File: config.mk
export PLATFORM = sky130hd
export DESIGN_NAME = inst_fetch_queue
export DESIGN_NICKNAME = d
export VERILOG_FILES = /design/src/rtl/cpu_pkg.sv /design/src/rtl/sync_fifo.sv /design/src/rtl/inst_fetch_queue.sv
export SDC_FILE = /design/constraint.sdc
export NUM_CORES = 1
export LEC_CHECK = 0
export BUFFER_PORTS_ARGS = -buffer_cell sky130_fd_sc_hd__buf_2
export CORE_MARGIN = 3
export CORE_UTILIZATION = 44
export DETAILED_ROUTE_END_ITERATION = 8
export PLACE_DENSITY = 0.66
export SLEW_MARGIN = 25
export SYNTH_ARGS = -nofsm -noshare
export SYNTH_HDL_FRONTEND = slang
export SYNTH_SLANG_ARGS = --single-unit
export TNS_END_PERCENT = 30
File: constraint.sdc
create_clock -name clk -period 2.9 [get_ports clk]
set_input_delay 0.29 -clock clk [delete_from_list [all_inputs] [get_ports clk]]
set_output_delay 0.29 -clock clk [all_outputs]
set_load 0.01 [all_outputs]
File: src/rtl/cpu_pkg.sv
// Shared CPU definitions used by the fetch path and other pipeline blocks.
//   NOP_INS       : instruction word ID sees when nothing is valid
//   RESET_PC      : PC that IF restarts from after reset
//   fetch_entry_t : one fetched word as queued between IF and ID
package cpu_pkg;

  localparam logic [31:0] NOP_INS  = 32'h0000_0000;
  localparam logic [31:0] RESET_PC = 32'hbfc0_0000;

  typedef struct packed {
    logic [31:0] ins;
    logic [31:0] pc;
    logic        exc;
  } fetch_entry_t;

endpackage

File: src/rtl/sync_fifo.sv
// Generic synchronous FIFO, power-of-two depth.
// Ports:
//   clk, rst        : clock, asynchronous active-high reset
//   clear           : drop all entries (rptr jumps to wptr); overrides push/pop
//   push, wdata     : write wdata at the tail
//   pop             : retire the head entry
//   rdata           : head entry (undefined when empty)
//   count           : number of valid entries
//   full, empty     : status flags
module sync_fifo #(
  parameter int DEPTH = 4,
  parameter int WIDTH = 8,
  parameter int PTR_W = $clog2(DEPTH)
) (
  input  logic             clk,
  input  logic             rst,
  input  logic             clear,
  input  logic             push,
  input  logic             pop,
  input  logic [WIDTH-1:0] wdata,
  output logic [WIDTH-1:0] rdata,
  output logic [PTR_W:0]   count,
  output logic             full,
  output logic             empty
);

  localparam logic [PTR_W-1:0] PTR_ONE  = 1;
  localparam logic [PTR_W:0]   CNT_ONE  = 1;
  localparam logic [PTR_W:0]   CNT_FULL = (PTR_W + 1)'(DEPTH);

  logic [WIDTH-1:0] mem [DEPTH];
  logic [PTR_W-1:0] wptr_q, rptr_q;
  logic [PTR_W:0]   count_q;
  logic             do_push, do_pop;

  assign do_push = push & ~clear;
  assign do_pop  = pop & ~clear;

  // Pointers wrap for free because DEPTH is a power of two.
  always_ff @(posedge clk or posedge rst) begin
    if (rst) begin
      wptr_q  <= '0;
      rptr_q  <= '0;
      count_q <= '0;
    end else if (clear) begin
      rptr_q  <= wptr_q;
      count_q <= '0;
    end else begin
      if (do_push) wptr_q <= wptr_q + PTR_ONE;
      if (do_pop)  rptr_q <= rptr_q + PTR_ONE;
      unique case ({do_push, do_pop})
        2'b10:   count_q <= count_q + CNT_ONE;
        2'b01:   count_q <= count_q - CNT_ONE;
        default: count_q <= count_q;
      endcase
    end
  end

  always_ff @(posedge clk) begin
    if (do_push) mem[wptr_q] <= wdata;
  end

  assign rdata = mem[rptr_q];
  assign count = count_q;
  assign full  = (count_q == CNT_FULL);
  assign empty = (count_q == '0);

  a_no_overflow:  assert property (@(posedge clk) disable iff (rst) do_push |-> (!full || do_pop));
  a_no_underflow: assert property (@(posedge clk) disable iff (rst) do_pop |-> !empty);

endmodule

File: src/rtl/inst_fetch_queue.sv
// Instruction queue between the AXI fetch front end (IF) and the ID decoder.
// Hands out fetch credits so the queue cannot overflow, drops responses that
// were in flight when a flush hit, and presents one entry per cycle to ID.
// Ports:
//   clk, rst                      : clock, asynchronous active-high reset
//   flush                         : discard queued and in-flight instructions
//   fetch_req_valid/fetch_req_sent: credit to IF / IF consumed a credit
//   resp_valid/ins/pc/exc         : fetch response from IF
//   id_stall                      : ID cannot take the head this cycle
//   id_valid/ins/pc/exc           : head entry, zeroed when empty
//   occupancy                     : queued entry count
module inst_fetch_queue
  import cpu_pkg::*;
#(
  parameter int DEPTH = 4,
  parameter int PTR_W = $clog2(DEPTH)
) (
  input  logic             clk,
  input  logic             rst,
  input  logic             flush,
  output logic             fetch_req_valid,
  input  logic             fetch_req_sent,
  input  logic             resp_valid,
  input  logic [31:0]      resp_ins,
  input  logic [31:0]      resp_pc,
  input  logic             resp_exc,
  input  logic             id_stall,
  output logic             id_valid,
  output logic [31:0]      id_ins,
  output logic [31:0]      id_pc,
  output logic             id_exc,
  output logic [PTR_W:0]   occupancy
);

  localparam int unsigned    EW      = $bits(fetch_entry_t);
  localparam logic [PTR_W:0] CNT_ONE = 1;

  logic [PTR_W:0]   outstanding_q, outstanding_d;
  logic [PTR_W:0]   drop_cnt_q, drop_cnt_d;
  logic [PTR_W+1:0] credit_used;
  logic             push, pop, fifo_full, fifo_empty;
  logic [EW-1:0]    fifo_rdata;
  fetch_entry_t     wr_entry, head;

  assign push     = resp_valid & ~flush & (drop_cnt_q == '0);
  assign pop      = id_valid & ~id_stall & ~flush;
  assign wr_entry = '{ins: resp_ins, pc: resp_pc, exc: resp_exc};

  sync_fifo #(
    .DEPTH (DEPTH),
    .WIDTH (EW),
    .PTR_W (PTR_W)
  ) u_fifo (
    .clk   (clk),
    .rst   (rst),
    .clear (flush),
    .push  (push),
    .pop   (pop),
    .wdata (wr_entry),
    .rdata (fifo_rdata),
    .count (occupancy),
    .full  (fifo_full),
    .empty (fifo_empty)
  );

  // Words still waiting to be dropped stay in outstanding, so they keep
  // holding their credit until they actually return.
  assign credit_used     = {1'b0, occupancy} + {1'b0, outstanding_q};
  assign fetch_req_valid = (credit_used < (PTR_W + 2)'(DEPTH));

  always_comb begin
    outstanding_d = outstanding_q;
    if (fetch_req_sent && !resp_valid) begin
      outstanding_d = outstanding_q + CNT_ONE;
    end else if (!fetch_req_sent && resp_valid) begin
      outstanding_d = outstanding_q - CNT_ONE;
    end

    // On flush every word already in flight is stale. outstanding_q already
    // counts any words still pending from an earlier flush, so it alone is the
    // new drop total; the word returning this cycle is discarded right away,
    // and a request sent this cycle belongs to the new stream.
    drop_cnt_d = drop_cnt_q;
    if (flush) begin
      drop_cnt_d = resp_valid ? outstanding_q - CNT_ONE : outstanding_q;
    end else if (resp_valid && drop_cnt_q != '0) begin
      drop_cnt_d = drop_cnt_q - CNT_ONE;
    end
  end

  always_ff @(posedge clk or posedge rst) begin
    if (rst) begin
      outstanding_q <= '0;
      drop_cnt_q    <= '0;
    end else begin
      outstanding_q <= outstanding_d;
      drop_cnt_q    <= drop_cnt_d;
    end
  end

  assign head     = fetch_entry_t'(fifo_rdata);
  assign id_valid = ~fifo_empty;
  assign id_ins   = id_valid ? head.ins : NOP_INS;
  assign id_pc    = id_valid ? head.pc : 32'h0;
  assign id_exc   = id_valid & head.exc;

  a_push_not_full: assert property (@(posedge clk) disable iff (rst) push |-> !fifo_full);

endmodule

# ---- Word-level counts from Yosys, hierarchy flattened
# Memories as Yosys holds them, arrays and structs flattened.
# Index checks and enable logic that the tools add are counted.
dict set report word_totals {
  reg_bits 13
  latch_bits 0
  ramBits 260
  romBits 0
  output_inout_bits 70
  word_cells 53
  n_memories 1
}
dict set report classes {
  n_addsub 8
  n_mul 0
  div 0
  magnitude_cmp 1
  eq_ne 2
  n_shift 0
  mux 13
  n_bitwise 10
  reduce_logical 13
}
# memory words word_bits read_ports rd_ports_with_merged_regs write_ports line
set memory_table {}
lappend memory_table {u_fifo.mem 4 65 1 0 1 sync_fifo.sv:31} ;# logic [WIDTH-1:0] mem [DEPTH];
# op n
set op_table {}
lappend op_table {{32-bit two-way mux} 2}
lappend op_table {{3-bit two-way mux} 6}
lappend op_table {{3-bit by 1-bit subtractor with 3-bit output, second input constant} 3}
lappend op_table {{1-bit AND} 7}
lappend op_table {{3-bit by 1-bit adder with 3-bit output, second input constant} 2}
lappend op_table {{3-bit zero test} 2}
lappend op_table {{3-bit case mux with 2 select lines} 1}
lappend op_table {{2-bit nonzero test} 3}
lappend op_table {{3-bit nonzero test} 2}
lappend op_table {{2-bit by 1-bit adder with 2-bit output, second input constant} 2}
lappend op_table {{3-bit by 3-bit adder with 4-bit output} 1}
lappend op_table {{4-bit by 3-bit < comparator with 1-bit output, second input constant} 1}
lappend op_table {{2-bit two-way mux} 2}
lappend op_table {{1-bit logical AND} 3}
lappend op_table {{1-bit inverter} 3}
lappend op_table {{2-bit by 1-bit equality test with 1-bit output, second input constant} 1}
lappend op_table {{2-bit equality test, second input constant} 1}
lappend op_table {{1-bit zero test} 2}
lappend op_table {{1-bit two-way mux} 2}
lappend op_table {{2-bit AND reduction} 1}

# ---- Depth between registers and ports, before layout
# Gate-level depths: netlist (run 1).
dict set report depth {
  word_depth 8
  depth_mapped 9
  depth_no_buf 9
}

# ---- Hierarchy
# A second synthesis (run 1) with hierarchy kept.
dict set report unflattened {
  cells_unflattened 507
  hier_area_um2 10782.8
}
# module n_inst cells_per_inst area_per_inst_um2 seq_area_each_um2
set by_module_without_submodules {}
lappend by_module_without_submodules {sync_fifo 1 384 9854.5 7982.7}
lappend by_module_without_submodules {inst_fetch_queue 1 123 928.4 150.1}

# ---- Worst setup path after synthesis (run 1)
# No wires, ideal clock.
dict set report synth_path {
  path_kind {flip-flop to flip-flop}
  startpoint {register drop_cnt_q[0]}
  endpoint {memory u_fifo.mem[2][0] (netlist name) (enable)}
  setup_time_ns 0.430
  arrival_time_ns 2.666
  required_ns 2.470
  path_slack_ns -0.196
  path_stages_with_launch 6
  path_cell_list {dfrtp_1 inv_1 ha_1 nand3b_1 nor2_1 and2_1}
}
dict set report synth_between {
  elab_chain_cells 5
}
# element line
set synth_lines {}
lappend synth_lines {{start: declaration} inst_fetch_queue.sv:39} ;# logic [PTR_W:0] drop_cnt_q, drop_cnt_d;
lappend synth_lines {{start signal: assignment} inst_fetch_queue.sv:97} ;# drop_cnt_q <= drop_cnt_d;
lappend synth_lines {{3-bit zero test} inst_fetch_queue.sv:45} ;# assign push = resp_valid & ~flush & (drop_cnt_q == '0);
lappend synth_lines {{1-bit AND} inst_fetch_queue.sv:45}
lappend synth_lines {{1-bit AND} sync_fifo.sv:36} ;# assign do_push = push & ~clear;
lappend synth_lines {{1-bit two-way mux} sync_fifo.sv:60} ;# if (do_push) mem[wptr_q] <= wdata;
lappend synth_lines {{1-bit two-way mux (not written as such)} sync_fifo.sv:60}
lappend synth_lines {{end: declaration} sync_fifo.sv:31}
# Every way passes these cells.

# ---- Final worst setup path (run 1)
dict set report layout_path {
  startpoint {register u_fifo.rptr_q[0]}
  endpoint {output port id_ins[25]}
}
dict set report layout_between {
  elab_chain_cells 2
}
# element line
set layout_lines {}
lappend layout_lines {{start: declaration} sync_fifo.sv:32} ;# logic [PTR_W-1:0] wptr_q, rptr_q;
lappend layout_lines {{start signal: assignment} sync_fifo.sv:46} ;# rptr_q <= wptr_q;
lappend layout_lines {{start signal: assignment} sync_fifo.sv:50} ;# if (do_pop) rptr_q <= rptr_q + PTR_ONE;
lappend layout_lines {{memory 4 x 65 bit} -}
lappend layout_lines {{32-bit two-way mux} inst_fetch_queue.sv:103} ;# assign id_ins = id_valid ? head.ins : NOP_INS;
lappend layout_lines {{end: declaration} inst_fetch_queue.sv:29} ;# output logic [31:0] id_ins,
# Every way passes these cells.

==> results of run 1 <==
## cells by family (layout without fill, tap and decap cells)
| kind of cell | count (synthesis) | in the layout |
|---|---|---|
| AND/OR/NAND/NOR | 95 | 95 |
| XOR/XNOR | 10 | 10 |
| AO/OA/AOI/OAI | 11 | 11 |
| multiplexers | 70 | 70 |
| adder cells (fa/ha/maj) | 12 | 12 |
| buffers and inverters | 35 | 286 |
| other | 0 | 1 |
| flip-flops | 273 | 273 |
## repair_timing
| item | in CTS | in global routing |
|---|---|---|
| buffers inserted | 0 | 0 |
| hold buffers | 66 | 0 |
| endpoints found under the hold margin | 273 | 0 |
| endpoints found under the setup margin | 0 | 0 |
## stage by stage
step                      util [%]  total power (W)
after CTS                     56.9           0.0118
after detailed placement      50.3          0.00831
after global placement        50.3          0.00823
after global routing          56.9           0.0122
final                         56.9           0.0116
after floorplan                  -          0.00717
## placed cells by master (no fill, tap or decap), types with 2 or more instances in the layout
cell / count
dfrtp_4: 2
o21ai_0: 7
and2_4: 5
inv_1: 10
nand2_1: 8
dlygate4sd3_1: 66
clkinv_4: 3
and2_1: 65
edfxtp_1: 260
clkinvlp_4: 2
clkbuf_16: 29
nor2_1: 5
buf_4: 8
buf_12: 10
xor2_1: 5
ha_1: 11
mux4_2: 65
clkinv_2: 4
clkinv_1: 5
nor2b_1: 2
bufinv_16: 2
buf_2: 140
dfrtp_1: 11
nand3_1: 2
clkbuf_1: 7
xnor2_1: 4
mux2_2: 2
nand2b_1: 2
mux2i_1: 2
## worst max-delay path, stage by stage (launching register included)
cell	delay [ps]
dfrtp_4	600
buf_12	310
mux4_2	540
and2_1	210
buf_2	150
## how the worst max path moves through the flow
stage	startpoint	to	slack (ps)
2_1_floorplan	drop_cnt_q[0]	u_fifo.mem[0][0]	-200
3_3_place_gp	drop_cnt_q[0]	u_fifo.mem[1][5]	580
3_5_place_dp	drop_cnt_q[0]	u_fifo.mem[1][8]	530
4_1_cts	u_fifo.rptr_q[0]	id_pc[8]	190
5_1_grt	u_fifo.rptr_q[0]	id_pc[8]	130
6_report	u_fifo.rptr_q[0]	id_ins[25]	260
## state kept, by name, summed over array words and instances (netlist names)
name,cells
u_fifo.wptr_q,2
u_fifo.count,3
drop_cnt_q,3
u_fifo.rptr_q,2
u_fifo.mem,260
outstanding_q,3
## power groups by stage
stage                     clock network (W)  registers (W)  logic (W)
final                               0.00341        0.00477    0.00343
after global routing                0.00366        0.00481    0.00377
after CTS                           0.00350        0.00478    0.00353
after detailed placement                  0        0.00486    0.00344
after global placement                    0        0.00485    0.00338
after floorplan                           0        0.00471    0.00246
## area by class of cell
class / count / area [um2]
fillers: 1779 / 10200
flip-flops and latches: 273 / 8140
multi-input cells: 198 / 2410
repair buffers: 224 / 1620
clock buffers: 36 / 752
well taps: 319 / 399
clock inverters: 16 / 140
inverters: 10 / 37.5
diodes: 1 / 2.50
## per-layer routing
layer  global-route usage [%]  vias up  share of wire [%]
met5                        0        -                  0
met4                     3.10        0                1.5
met3                     3.09       31                6.3
met2                     26.7      167                 48
met1                     22.8     2818                 44
li1                         -     2471                  -
==> impl_table.tex, run 1 <==
\begin{tabular}{lr}
\hline
Metric & Value \\
\hline
\multicolumn{2}{l}{\textbf{STA}} \\
\quad Final TNS setup & 0 ps \\
\quad Worst setup margin & 258 ps \\
\quad Final worst path period share & 91.1\% \\
\quad Max-slew headroom & 55.6\% \\
\quad Final period demand of the worst path & 2640 ps \\
\quad Max Clock Freq & 0.379 GHz \\
\quad Final count of hold timing violations & 0 \\
\quad Setup repair after global routing missed its margin & false \\
\quad Total count of max-transition violations in the final report & 0 \\
\quad Final Hold Slack & 146 ps \\
\quad Worst setup skew after layout & 7.18 ps \\
\quad Transition time at the pin with the least slew margin & 666 ps \\
\quad Final setup vio count & 0 \\
\multicolumn{2}{l}{\textbf{Drt}} \\
\quad Number of detailed-routing iterations run before antenna repair & 4 \\
\quad Drt total wl & 21100 um \\
\quad Wire per inst & 19.6 um \\
\quad Post-detailed-route count of antenna-violating nets & 0 \\
\quad Routed via count divided by cell count & 5.09 \\
\quad Violation count after the first detailed-route iteration & 378 \\
\quad Number of design rule violations left after detail routing & 0 \\
\quad Via count of the routed design & 5487 \\
\multicolumn{2}{l}{\textbf{Floorplanning}} \\
\quad X dimension of the die & 162 um \\
\quad Starting density of the core & 45.2\% \\
\quad DIE AREA & 26300 um2 \\
\quad I/O pin count & 141 \\
\quad Total core area & 23800 um2 \\
\quad Number of rows created at floorplan & 56 \\
\quad Vert. Die Dim & 162 um \\
\multicolumn{2}{l}{\textbf{Synth}} \\
\quad Post-synth ARST share & 4.76\% \\
\quad Xor/xnor cell area share of the yosys netlist & 0.885\% \\
\quad Post-Synth Simple-Gate Area & 5.30\% \\
\quad Compound-gate portion of the synthesized area & 0.571\% \\
\quad Synth area leader & edfxtp\_1 \\
\quad Leading post-synthesis cells by cell area & edfxtp\_1 73\%, mux4\_2 14\%, and2\_1 4.0\% \\
\quad Synth Warn \# & 0 \\
\quad Register area share after synthesis & 75.7\% \\
\quad Netlist area before placement & 10700 um2 \\
\quad Top post-synthesis cells by count & 260 x edfxtp\_1, 69 x and2\_1, 65 x mux4\_2, 13 x dfrtp\_1 \\
\quad Main combinational cell family by area after synthesis & multiplexers \\
\quad EDFF count, synth & 260 \\
\quad Yosys top cell area share & 72.7\% \\
\quad Cell with the most instances after synthesis & edfxtp\_1 \\
\quad Post-synthesis mux area share & 14.2\% \\
\quad Count of mapped cells out of synthesis & 506 \\
\quad Number of distinct standard cells referenced by the synthesized netlist & 36 \\
\quad Synth Net Count & 589 \\
\quad Adder and majority cell fraction of the synthesized area & 1.47\% \\
\quad Syn Area/Cell & 21.2 um2 \\
\quad Most instantiated flip-flop cell in the synthesis netlist & edfxtp\_1 \\
\quad Number of synthesized register bits & 273 \\
\multicolumn{2}{l}{\textbf{CTS}} \\
\quad Clock Tree Root & clkbuf\_16 \\
\quad Clock tree from TritonCTS & built \\
\quad Insertion delay of the later-clocked pin in the worst-skew pair & 530 ps \\
\quad Clk pin slew, worst setup/hold paths & 60 ps \\
\quad Maximum clock insertion buffer count & 3 \\
\quad Num CTS Buffers & 28 \\
\quad Post-cts sizing count & 0 \\
\quad Number of H-tree branching levels & 1 \\
\quad Clk sink count & 273 \\
\multicolumn{2}{l}{\textbf{Pwr}} \\
\quad Pint & 0.00830 W \\
\quad Sequential power share & 41.1\% \\
\quad Share of power burned in combinational logic & 29.5\% \\
\quad Switching share of total power & 28.5\% \\
\quad Leakage power & 4.86 nW \\
\quad Worst-case vdd ir drop & 493 uV \\
\quad Power Dens Cells & 860 nW/um2 \\
\quad Part of the power in the clock network & 29.4\% \\
\quad Psw & 0.00332 W \\
\multicolumn{2}{l}{\textbf{Finish}} \\
\quad Fin nets & 818 \\
\quad Layout cells sized above 1 & 36.3\% \\
\quad Count of non-filler cells in the finished layout & 1077 \\
\quad Post-route design area & 13500 um2 \\
\quad Area Growth Syn to Fin & 25.8\% \\
\multicolumn{2}{l}{\textbf{Setup path}} \\
\quad Critical register-to-register path startpoint & drop\_cnt\_q[0] \\
\quad Arrival time at the worst endpoint & 2350 ps \\
\quad CP Capture Type & output port \\
\quad Startpoint type of the worst setup path & register \\
\quad Terminus of the critical flop-to-flop path & u\_fifo.mem[1][12] \\
\quad Max Fanout on Critical Path & 31 \\
\quad WS Path Type & reg2out \\
\quad Worst setup slack for register-to-register paths & 500 ps \\
\quad Data required, critical path & 2610 ps \\
\quad Worst reg2reg path depth & 6 \\
\multicolumn{2}{l}{\textbf{Place}} \\
\quad Pre-CTS worst setup slack & 532 ps \\
\quad Area post-placement & 12000 um2 \\
\quad RePlAce Congestion & 0.759 \\
\quad Placed Cells incl. Taps & 958 \\
\quad Number of buffers inserted by port buffering & 140 \\
\quad DP Wirelength & 13000 um \\
\multicolumn{2}{l}{\textbf{Global routing}} \\
\quad Global-route wire length before repair & 33500 um \\
\quad Total overflow reported by the global router & 0 \\
\quad Number of antenna violations at the first check in global routing & 0 \\
\quad Aggregate global-route resource usage & 16.1\% \\
\quad Vias in the first global route & 6050 \\
\quad Pin count of the biggest net entering global routing & 69 \\
\multicolumn{2}{l}{\textbf{Outcome}} \\
\quad Result of the run & completed \\
\multicolumn{2}{l}{\textbf{Hold path}} \\
\quad Worst min-delay path category & in2reg \\
\quad Origin of the worst min-delay path & flush \\
\quad Capture endpoint of the worst hold path & drop\_cnt\_q[2] \\
\quad Worst Hold Path Cells & 2 \\
\multicolumn{2}{l}{\textbf{Run}} \\
\quad Number of max-capacitance violations reported & 0 \\
\hline
\end{tabular}
Note: power is estimated with default switching activity, not from simulation.
==> run 2: changes to the inputs <==
--- a/config.mk
+++ b/config.mk
@@ -6,7 +6,6 @@
 export NUM_CORES = 1
 export LEC_CHECK = 0
 export BUFFER_PORTS_ARGS = -buffer_cell sky130_fd_sc_hd__buf_2
-export CORE_MARGIN = 3
 export CORE_UTILIZATION = 44
 export DETAILED_ROUTE_END_ITERATION = 8
 export PLACE_DENSITY = 0.66
==> run 2 against run 1 <==
Effect of this change: final cell count is 0.19% lower; clock-buffer cell count is 4 lower; cell area is 0.36% lower; sequential power up 1%; maximum frequency down 2.1%; non-clock buffer count unchanged; clock skew decreased by 0.73 ps; critical path depth stayed put; clock power shrank 1%; register-to-register slack lost 20 ps; critical path type unchanged.
==> impl_table.tex, run 2 (same netlist as run 1, synthesis figures left out) <==
\begin{tabular}{lr}
\hline
Metric & Value \\
\hline
\multicolumn{2}{l}{\textbf{Outcome}} \\
\quad Result of the run & completed \\
\multicolumn{2}{l}{\textbf{Hold path}} \\
\quad Worst min-delay path category & in2reg \\
\quad Worst Hold Path Cells & 2 \\
\quad Capture endpoint of the worst hold path & drop\_cnt\_q[2] \\
\quad Origin of the worst min-delay path & flush \\
\multicolumn{2}{l}{\textbf{Finish}} \\
\quad Fillcell total & 1875 \\
\quad End-of-flow core utilization & 56.8\% \\
\quad Leading cell type in the layout, fill and taps excluded & edfxtp\_1 \\
\quad Leading cell types in the layout, fill and taps excluded & 260 x edfxtp\_1, 140 x buf\_2, 66 x dlygate4sd3\_1 \\
\quad Register ranked first by flip-flop count & u\_fifo.mem \\
\quad Flip-flop count of the largest register, all copies and words added & 260 \\
\quad Count of non-filler cells in the finished layout & 1075 \\
\quad Area Growth Syn to Fin & 25.3\% \\
\quad Fin nets & 818 \\
\quad Post-route design area & 13500 um2 \\
\quad Layout cells sized above 1 & 36.2\% \\
\quad Area of combinational cells with multiple inputs & 2410 um2 \\
\quad Register Area & 8140 um2 \\
\multicolumn{2}{l}{\textbf{Setup path}} \\
\quad Max Fanout on Critical Path & 24 \\
\quad Startpoint type of the worst setup path & register \\
\quad CP Capture Type & output port \\
\quad Arrival time at the worst endpoint & 2410 ps \\
\quad Worst setup slack for register-to-register paths & 480 ps \\
\quad Data required, critical path & 2610 ps \\
\quad Terminus of the critical flop-to-flop path & u\_fifo.mem[0][41] \\
\quad WS Path Type & reg2out \\
\quad Critical register-to-register path startpoint & drop\_cnt\_q[0] \\
\quad Worst reg2reg path depth & 6 \\
\multicolumn{2}{l}{\textbf{CTS}} \\
\quad Setup Fix Bufs, Post-CTS & 0 \\
\quad Num CTS Buffers & 28 \\
\quad Number of buffers inserted by hold repair at cts & 66 \\
\quad Clk pin slew, worst setup/hold paths & 60 ps \\
\quad Clock tree from TritonCTS & built \\
\quad Clock Tree Root & clkbuf\_16 \\
\quad Maximum clock insertion buffer count & 3 \\
\quad Insertion delay of the later-clocked pin in the worst-skew pair & 530 ps \\
\quad Number of H-tree branching levels & 1 \\
\quad Post-cts sizing count & 0 \\
\quad Clk sink count & 273 \\
\multicolumn{2}{l}{\textbf{Run}} \\
\quad Number of max-capacitance violations reported & 0 \\
\multicolumn{2}{l}{\textbf{Drt}} \\
\quad Post-detailed-route count of antenna-violating nets & 0 \\
\quad Routed via count divided by cell count & 5.07 \\
\quad Wire per inst & 19.5 um \\
\quad Violation count after the first detailed-route iteration & 275 \\
\quad Drt total wl & 20900 um \\
\quad Via count of the routed design & 5445 \\
\quad Number of detailed-routing iterations run before antenna repair & 4 \\
\quad Number of design rule violations left after detail routing & 0 \\
\multicolumn{2}{l}{\textbf{Pwr}} \\
\quad Pint & 0.00827 W \\
\quad Share of power burned in combinational logic & 29.0\% \\
\quad Worst-case vdd ir drop & 604 uV \\
\quad Power Dens Cells & 859 nW/um2 \\
\quad Leakage power & 4.85 nW \\
\quad Sequential power share & 41.9\% \\
\quad Part of the power in the clock network & 29.1\% \\
\quad Switching share of total power & 28.5\% \\
\quad Psw & 0.00329 W \\
\multicolumn{2}{l}{\textbf{STA}} \\
\quad Final setup vio count & 0 \\
\quad Worst setup skew after layout & 6.45 ps \\
\quad Final TNS setup & 0 ps \\
\quad Max Clock Freq & 0.371 GHz \\
\quad Final worst path period share & 93.0\% \\
\quad Transition time at the pin with the least slew margin & 684 ps \\
\quad Final count of hold timing violations & 0 \\
\quad Setup repair after global routing missed its margin & false \\
\quad Total count of max-transition violations in the final report & 0 \\
\quad Max-slew headroom & 54.4\% \\
\quad Final period demand of the worst path & 2700 ps \\
\multicolumn{2}{l}{\textbf{Floorplanning}} \\
\quad Starting density of the core & 45.4\% \\
\quad Total core area & 23700 um2 \\
\quad I/O pin count & 141 \\
\quad DIE AREA & 25000 um2 \\
\quad Vert. Die Dim & 158 um \\
\quad Number of rows created at floorplan & 56 \\
\quad X dimension of the die & 158 um \\
\multicolumn{2}{l}{\textbf{Global routing}} \\
\quad Pin count of the biggest net entering global routing & 69 \\
\quad Number of antenna violations at the first check in global routing & 1 \\
\quad Global-route wire length before repair & 32200 um \\
\quad Total overflow reported by the global router & 0 \\
\quad Aggregate global-route resource usage & 17.3\% \\
\quad Vias in the first global route & 5861 \\
\multicolumn{2}{l}{\textbf{Place}} \\
\quad Placed Cells incl. Taps & 958 \\
\quad Area post-placement & 11900 um2 \\
\quad Number of buffers inserted by port buffering & 140 \\
\quad RePlAce Congestion & 0.748 \\
\quad DP Wirelength & 12500 um \\
\hline
\end{tabular}
[run 2: per-layer routing]
| layer | GRT usage (%) | wire (um) | part of all wire, % | vias to the layer above |
|---|---|---|---|---|
| li1 | - | - | - | 2469 |
| met1 | 22.7 | 8940 | 43 | 2800 |
| met2 | 29.8 | 10500 | 50 | 146 |
| met3 | 3.12 | 1120 | 5.3 | 30 |
| met4 | 4.03 | 369 | 1.8 | 0 |
| met5 | 0 | 0 | 0 | - |
[run 2: final cells by class]
class	instances	share of cell area, %
antenna	1	0.0186
clock buffer	32	5.48
clock inverter	18	0.976
inverter	10	0.279
multi-input combinational	198	17.9
sequential	273	60.5
tap	319	2.97
timing repair buffer	224	11.9
[run 2: power by group through the flow]
stage          clock network, W  registers (W)  logic, W
2_1_floorplan                 0        0.00471   0.00246
6_report                0.00337        0.00484   0.00335
3_3_place_gp                  0        0.00492   0.00331
5_1_grt                 0.00359        0.00489   0.00370
3_5_place_dp                  0        0.00494   0.00335
4_1_cts                 0.00346        0.00486   0.00344
[run 2: worst max-delay path by stage]
stage	startpoint	endpoint	slack, ps	cells past startpoint
global placement	drop_cnt_q[0]	u_fifo.mem[0][45]	550	6
finish	u_fifo.rptr_q[0]	id_ins[2]	200	4
detailed placement	drop_cnt_q[0]	u_fifo.mem[0][40]	440	6
floorplan	drop_cnt_q[0]	u_fifo.mem[0][0]	-200	5
CTS	u_fifo.rptr_q[0]	id_pc[11]	110	4
global route	u_fifo.rptr_q[0]	id_pc[11]	20	4
[run 2: through the flow]
stage / power, W / setup WS (ps) / hold slack [ps]
after floorplan: 0.00717 / -196 / 167
after global placement: 0.00823 / 547 / 338
after detailed placement: 0.00829 / 436 / 370
after CTS: 0.0118 / 106 / 119
after global routing: 0.0122 / 18.7 / 158
final: 0.0116 / 203 / 157
[run 2: critical path: stages, from the launching register on]
cell	delay, ps
dfrtp_4	710
buf_12	290
mux4_2	520
and2_1	200
buf_2	150
